## src/rtl/pc_branch_unit.sv

```systemverilog
// Fetch/branch-resolution unit: owns the PC, fetches over req/ack, hands words to decode.
// Optional branch statistics counters are enabled with the PC_BRANCH_STAT_EN macro.
`timescale 1ns/1ps
module pc_branch_unit #(
  parameter logic [31:0] RESET_PC     = 32'h0000_0000,
  parameter int unsigned IMEM_TIMEOUT = 8
) (
  input  logic        clk,
  input  logic        rst_n,
  output logic        imem_req,
  output logic [31:0] imem_addr,
  input  logic        imem_ack,
  input  logic [31:0] imem_rdata,
  output logic        imem_err,
  output logic        inst_valid,
  output logic [31:0] inst,
  output logic [31:0] inst_pc,
  input  logic        inst_ready,
  input  logic        br_req,
  input  logic [31:0] br_offset,
  input  logic        jmp_req,
  input  logic [31:0] jmp_target,
  input  logic        alu_valid,
  input  logic        alu_zero,
  output logic [31:0] pc
`ifdef PC_BRANCH_STAT_EN
  ,
  output logic [15:0] br_taken_cnt,
  output logic [15:0] br_ntaken_cnt
`endif
);

  typedef enum logic [1:0] {IDLE, FETCH, HOLD, BR_WAIT} state_e;

  state_e      state_q, state_d;
  logic [31:0] pc_q, pc_d;
  logic [31:0] tgt_q, tgt_d;
  logic [31:0] inst_q, inst_d;
  logic [31:0] inst_pc_q, inst_pc_d;
  logic [31:0] to_cnt_q, to_cnt_d;
  logic        err_q, err_d;
  logic        br_taken, br_ntaken;

  assign imem_req   = (state_q == FETCH);
  assign imem_addr  = pc_q;
  assign imem_err   = err_q;
  assign inst_valid = (state_q == HOLD);
  assign inst       = inst_q;
  assign inst_pc    = inst_pc_q;
  assign pc         = pc_q;

  always_comb begin
    state_d   = state_q;
    pc_d      = pc_q;
    tgt_d     = tgt_q;
    inst_d    = inst_q;
    inst_pc_d = inst_pc_q;
    to_cnt_d  = to_cnt_q;
    err_d     = err_q;
    br_taken  = 1'b0;
    br_ntaken = 1'b0;
    unique case (state_q)
      IDLE: state_d = FETCH;
      FETCH: begin
        if (imem_ack) begin
          inst_d    = imem_rdata;
          inst_pc_d = pc_q;
          to_cnt_d  = '0;
          state_d   = HOLD;
        end else begin
          // Counter saturates so a long stall can never wrap back below the limit.
          if (to_cnt_q != '1) to_cnt_d = to_cnt_q + 32'd1;
          if (IMEM_TIMEOUT != 0 && (to_cnt_q + 32'd1) >= IMEM_TIMEOUT) err_d = 1'b1;
        end
      end
      HOLD: begin
        if (inst_ready) begin
          if (jmp_req) begin
            pc_d    = jmp_target & 32'hFFFF_FFFC;
            state_d = FETCH;
          end else if (br_req) begin
            tgt_d   = inst_pc_q + 32'd4 + (br_offset << 2);
            pc_d    = inst_pc_q + 32'd4;
            state_d = BR_WAIT;
          end else begin
            pc_d    = pc_q + 32'd4;
            state_d = FETCH;
          end
        end
      end
      BR_WAIT: begin
        if (alu_valid) begin
          if (alu_zero) pc_d = tgt_q;
          br_taken  = alu_zero;
          br_ntaken = ~alu_zero;
          state_d   = FETCH;
        end
      end
      default: state_d = IDLE;
    endcase
  end

  always_ff @(posedge clk or negedge rst_n) begin
    if (!rst_n) begin
      state_q   <= IDLE;
      pc_q      <= RESET_PC;
      tgt_q     <= '0;
      inst_q    <= '0;
      inst_pc_q <= '0;
      to_cnt_q  <= '0;
      err_q     <= 1'b0;
    end else begin
      state_q   <= state_d;
      pc_q      <= pc_d;
      tgt_q     <= tgt_d;
      inst_q    <= inst_d;
      inst_pc_q <= inst_pc_d;
      to_cnt_q  <= to_cnt_d;
      err_q     <= err_d;
    end
  end

`ifdef PC_BRANCH_STAT_EN
  logic [15:0] taken_cnt_q, taken_cnt_d;
  logic [15:0] ntaken_cnt_q, ntaken_cnt_d;

  always_comb begin
    taken_cnt_d  = taken_cnt_q;
    ntaken_cnt_d = ntaken_cnt_q;
    if (br_taken && taken_cnt_q != '1) taken_cnt_d = taken_cnt_q + 16'd1;
    if (br_ntaken && ntaken_cnt_q != '1) ntaken_cnt_d = ntaken_cnt_q + 16'd1;
  end

  always_ff @(posedge clk or negedge rst_n) begin
    if (!rst_n) begin
      taken_cnt_q  <= '0;
      ntaken_cnt_q <= '0;
    end else begin
      taken_cnt_q  <= taken_cnt_d;
      ntaken_cnt_q <= ntaken_cnt_d;
    end
  end

  assign br_taken_cnt  = taken_cnt_q;
  assign br_ntaken_cnt = ntaken_cnt_q;
`else
  logic stat_unused;
  assign stat_unused = br_taken | br_ntaken;
`endif

endmodule

```

## config.mk

```make
export PLATFORM = sky130hd
export DESIGN_NAME = pc_branch_unit
export DESIGN_NICKNAME = d
export VERILOG_FILES = /design/src/rtl/pc_branch_unit.sv
export SDC_FILE = /design/constraint.sdc
export NUM_CORES = 1
export LEC_CHECK = 0
export ABC_AREA = 1
export BUFFER_PORTS_ARGS = -buffer_cell sky130_fd_sc_hd__buf_2
export CORE_ASPECT_RATIO = 0.75
export CORE_MARGIN = 5
export CORE_UTILIZATION = 40
export CTS_CLUSTER_SIZE = 30
export DETAILED_ROUTE_END_ITERATION = 7
export RECOVER_POWER = 25
export SKIP_LAST_GASP = 1
export SYNTH_ARGS = -nofsm -noshare
export SYNTH_HDL_FRONTEND = slang
export SYNTH_SLANG_ARGS = --single-unit
export TNS_END_PERCENT = 5
```

## constraint.sdc

```tcl
create_clock -name clk -period 2.75 [get_ports clk]
set_clock_uncertainty 0.2 [all_clocks]
set_input_delay 0.825 -clock clk [delete_from_list [all_inputs] [get_ports clk]]
set_output_delay 0.825 -clock clk [all_outputs]
set_load 0.01 [all_outputs]
```

Word level (Yosys, flattened, before mapping)

Index checks and enable logic that the tools add are counted.

Add/subtract/negate cells: 4
$lt $le $gt $ge: 1
Equality and inequality tests: 8
Mux-type cells: 14
Bitwise logic cells: 2
Reductions and logical operators: 9

Operators by type and width:

| operator                | number |
|---|---|
| $mux W32                | 7 |
| $add A32 B3 Y32 const B | 2 |
| $pmux W32 S2            | 1 |
| $add A32 B1 Y32 const B | 1 |
| $add A32 B32 Y32        | 1 |
| $ge A32 B4 Y1 const B   | 1 |
| $ne A32 B32 Y1 const B  | 1 |
| $mux W2                 | 5 |
| $pmux W2 S4             | 1 |
| $reduce_and A4 Y1       | 2 |
| $reduce_and A3 Y1       | 2 |
| $eq A2 B2 Y1 const B    | 2 |
| $ne A2 B1 Y1 const B    | 2 |
| $ne A2 B2 Y1 const B    | 2 |
| $reduce_and A2 Y1       | 2 |
| $reduce_bool A2 Y1      | 2 |
| $eq A2 B1 Y1 const B    | 1 |
| $logic_not A2 Y1        | 1 |
| $not A1 Y1              | 2 |

Register bits: 163
Output and inout bits: 131
Logic and storage cells: 45

Logic depth before layout (Yosys ltp)

Depth after elaboration: 5
Mapped depth: 23
Gate-level depth less buffers: 23

Worst setup path before layout

No wires, ideal clock.

Path type: flip-flop to flip-flop
Start: register inst_pc_q[2], in the netlist inst_pc[2]
End: register tgt_q[27]
Setup time: 66 ps
Arrival time: 2651 ps
Required time: 2484 ps
Path slack: -167 ps
Cell stages (with the launch flop): 23
Clock period less this slack: 2917 ps
Cells stage by stage: dfrtp_1 > ha_1 > nand2_1 > nor2_1 > nand2_1 > nor2_4 > nand2_1 > nor2_1 > nand3_1 > nand2_1 > inv_1 > ha_1 > nand2_1 > nor2_1 > inv_1 > nor2_1 > inv_1 > nor2_1 > nor2_1 > nand2_1 > xor2_1 > nand2_1 > nand2_1

Word-level cells in the longest chain between the ends: 2

Ends and longest elaborated chain:

| what                     | line | text |
|---|---|---|
| start: declaration       | 39   | `logic [31:0] inst_pc_q, inst_pc_d;` |
| start signal: assignment | 117  | `inst_pc_q <= inst_pc_d;` |
| $add A32 B3 Y32          | 82   | `tgt_d = inst_pc_q + 32'd4 + (br_offset << 2);` |
| $add A32 B32 Y32         | 82   |  |
| end signal: assignment   | 115  | `tgt_q <= tgt_d;` |
| end: declaration         | 37   | `logic [31:0] tgt_q, tgt_d;` |

Every way passes these cells.
A chain may end at the register's enable or synchronous reset.

Final worst setup path

Start: register inst_pc_q[2], in the netlist inst_pc[2]
End: register tgt_q[24]

Same word-level chain as after synthesis.

==> reports/qor.yml <==
status:
  status: "finished, violations left"
  violations: "negative setup slack"
floorplanning:
  dieArea_um2: 32900
  start_util: 0.405
  boundaryPins: 235
  rows: 54
  fp.dieW_um: 208
  die_y_um: 158
  core_area_um2: 29000
setup_path:
  r2r_cells: 19
  critPathMaxFanout: 6
  cp_common_cell: "nor2_4"
  cp.required_ns: 2.88
  slowest_delay_ns: 0.43
  crit_family: "simple AND/OR/NAND/NOR gates"
  worstPathArrival_ns: 3.26
  crit_type: "flop to flop"
  rr_startpoint: "inst_pc[2]"
  worstReg2RegEnd: "tgt_q[24]"
  crit_chain: "ha_4 > nand2_2 > nor2_4 > nand2_4 > nor2_4 > nand2_2 > xor2_2 > inv_1 > ha_4 > buf_4 > nand2_4 > nor2_4 > nand2_1 > inv_2 > nand4_1 > nand3_1 > nand2_1 > nand3_1 > o21ai_0"
  critPathSlowestCell: "dfrtp_2"
  r2r_slack_ns: -0.38
  critPathBufInv: 3
  cp-start-kind: "flop"
  endpoint_kind: "flop"
sta:
  fin_crit_sh: 1.14
  min_period_ns: 3.13
  finalWorstSetupSlack_ns: -0.382
  setup_viol: 22
  tightest_slew_ns: 0.980
  max_freq_mhz: 319
  timing.setup.tns_ns: -5.71
  rsz0062_at_grt: "true"
  drv_slew: 0
  finalHoldViolations: 0
  max_slew_margin: 0.347
finish:
  final_common_cell: "nand2_1"
  layout_common_cells: "nand2_1 (446), buf_4 (231), buf_2 (230)"
  final_cells: 2475
  utilization: 0.556
  syn2layout_area_growth_pct: 37.4
  num_antenna_cells: 0
  multi_input_area_um2: 7320
  fill_cells: 2803
  final_layout_size_suffix_gt1_frac: 0.357
  regArea_um2: 4080
  nNetsFinal: 2217
placement:
  io_buffers: 230
  place_inst: 2431
  gp_congestion: 1.00
  hpwl_mm: 36.1
grt:
  grt_max_degree: 51
  overflow: 0
  grt_first_pass_wirelength_mm: 69.2
  use_met2: 0.405
  grt_use_met1: 0.389
  top_usage_layer: "met2"
  met3_usage: 0.0784
  grt_pass1_vias: 12400
  grt_use_total: 0.271
  antenna_found_initial: 0
clocking:
  cts_buffers: 17
  clockBufferDepth: 2
  postCtsHoldBufs: 0
  path_clk_slew_ns: 0.07
  cts_tree: "done"
  cts.sinks: 163
  root_buffer: "clkbuf_16"
  clock_latency_ns: 0.44
  h-tree-depth: 4
detailed_routing:
  avgViaCountPerCell: 5.18
  drt-initial-drc-count: 1193
  postRouteAntennaNets: 0
  avgRoutedWirePerCell_um: 18.3
  drc_errors: 0
  drtPass1Iterations: 5
  vias: 12800
  wirelength_mm: 45.3
synth:
  syn_nets: 1804
  ys_seq_area_frac: 0.348
  synthesis.area_um2: 11700
  yosys.area.top_type_share: 0.348
  yosysTopAreaCell: "dfrtp_1"
  synthDistinctLibCells: 48
  netlist_top_cells_area: "dfrtp_1 (35%), nand2_1 (15%), inv_1 (5.4%)"
  synth-seq-cells: 163
  synthCells: 1658
  synth.avg_cell_area_um2: 7.07
  yosysWarnings: 0
flow_run:
  cap_violations: 0
worst_hold_path:
  worstHoldStart: "imem_err"
  hold_path_depth: 2
  hp-class: "flop to flop"
  worstHoldEndpoint: "imem_err"
pwr:
  ir_drop_mv: 0.609
  power_density_nw_per_um2: 1010
  power_leakage_nw: 7.84
-- cell usage after synthesis (all sizes together) --
cell type / n
nor2: 180
clkinv: 1
fa: 1
a21o: 2
and2: 1
nand4: 25
ha: 41
o211ai: 8
buf: 47
a21oi: 77
nand3: 120
o21a: 4
dfrtp: 163
o22ai: 20
nand2: 486
nor4: 4
xor2: 32
a211oi: 2
mux2: 33
inv: 174
nand2b: 1
nor3b: 1
nand3b: 9
clkbuf: 27
xnor2: 17
o21bai: 4
or2: 6
nor3: 24
mux2i: 1
o21ai: 143
a31oi: 2
a21boi: 2
-- layer usage --
layer	wire length (um)	part of all wire
met1	20700	0.46
met2	18800	0.42
met3	4870	0.11
met4	779	0.017
met5	104	0.0023
-- report_power, final --
group | switching (mW) | total (mW) | internal [mW]
Combinational | 5.26 | 9.50 | 4.23
Clock | 1.01 | 2.51 | 1.49
Sequential | 0.925 | 4.26 | 3.33
-- sequential cells by signal, indices dropped and copies added (netlist names) --
| name | cells |
|---|---|
| tgt_q | 32 |
| imem_err | 1 |
| imem_addr | 32 |
| to_cnt_q | 32 |
| inst | 32 |
| inst_pc | 32 |
| state_q | 2 |
-- what timing repair did --
item                                    CTS  global route
endpoints found under the setup margin   24            29
pin swaps                                24            49
gates resized for setup                  42           130
buffers inserted                          7             6
-- logic make-up (layout without fill, tap and decap cells) --
family	after synthesis	in the layout	share of synthesized area
xor+xnor	49	49	0.0379
buf+inv	249	674	0.0940
flops	163	163	0.348
simple gates	857	857	0.317
mux	34	34	0.0325
fa+ha+maj	42	42	0.0455
compound gates	264	264	0.125
-- worst max-delay path by stage --
stage                endpoint        start  depth (start not counted)  slack (ns)
floorplan           tgt_q[17]   inst_pc[3]                         15       -0.03
global placement    tgt_q[20]   inst_pc[2]                         17       -0.43
CTS                 tgt_q[27]   inst_pc[3]                         23       -0.34
detailed placement  tgt_q[26]   inst_pc[3]                         18       -0.47
finish              tgt_q[24]   inst_pc[2]                         19       -0.38
global route        tgt_q[28]  inst_pc[13]                         19       -0.53
-- area by class of cell --
type / instances / area share
timing repair buffer: 468 / 0.183
sequential: 163 / 0.253
clock inverter: 9 / 0.00808
inverter: 175 / 0.0409
clock buffer: 22 / 0.0294
tap: 392 / 0.0304
multi-input combinational: 1246 / 0.454
-- through the flow --
| step | worst slack [ns] | hold WS, ns | cell area [um^2] | power [mW] |
|---|---|---|---|---|
| 3_5_place_dp | -0.469 | 0.253 | 14700 | 12.9 |
| 3_3_place_gp | -0.431 | 0.245 | 14700 | 12.8 |
| 5_1_grt | -0.531 | 0.304 | 16100 | 17.4 |
| 4_1_cts | -0.340 | 0.0921 | 15500 | 15.7 |
| 2_1_floorplan | -0.0322 | 0.244 | 11800 | 8.79 |
| 6_report | -0.382 | 0.270 | 16100 | 16.3 |
-- tightest hold or removal path: stages, from the launching register on --
cell and delay (ns):
dfrtp_1 0.34, inv_1 0.04, nand2_1 0.05
No activity file was read; power rests on OpenSTA's default activity.
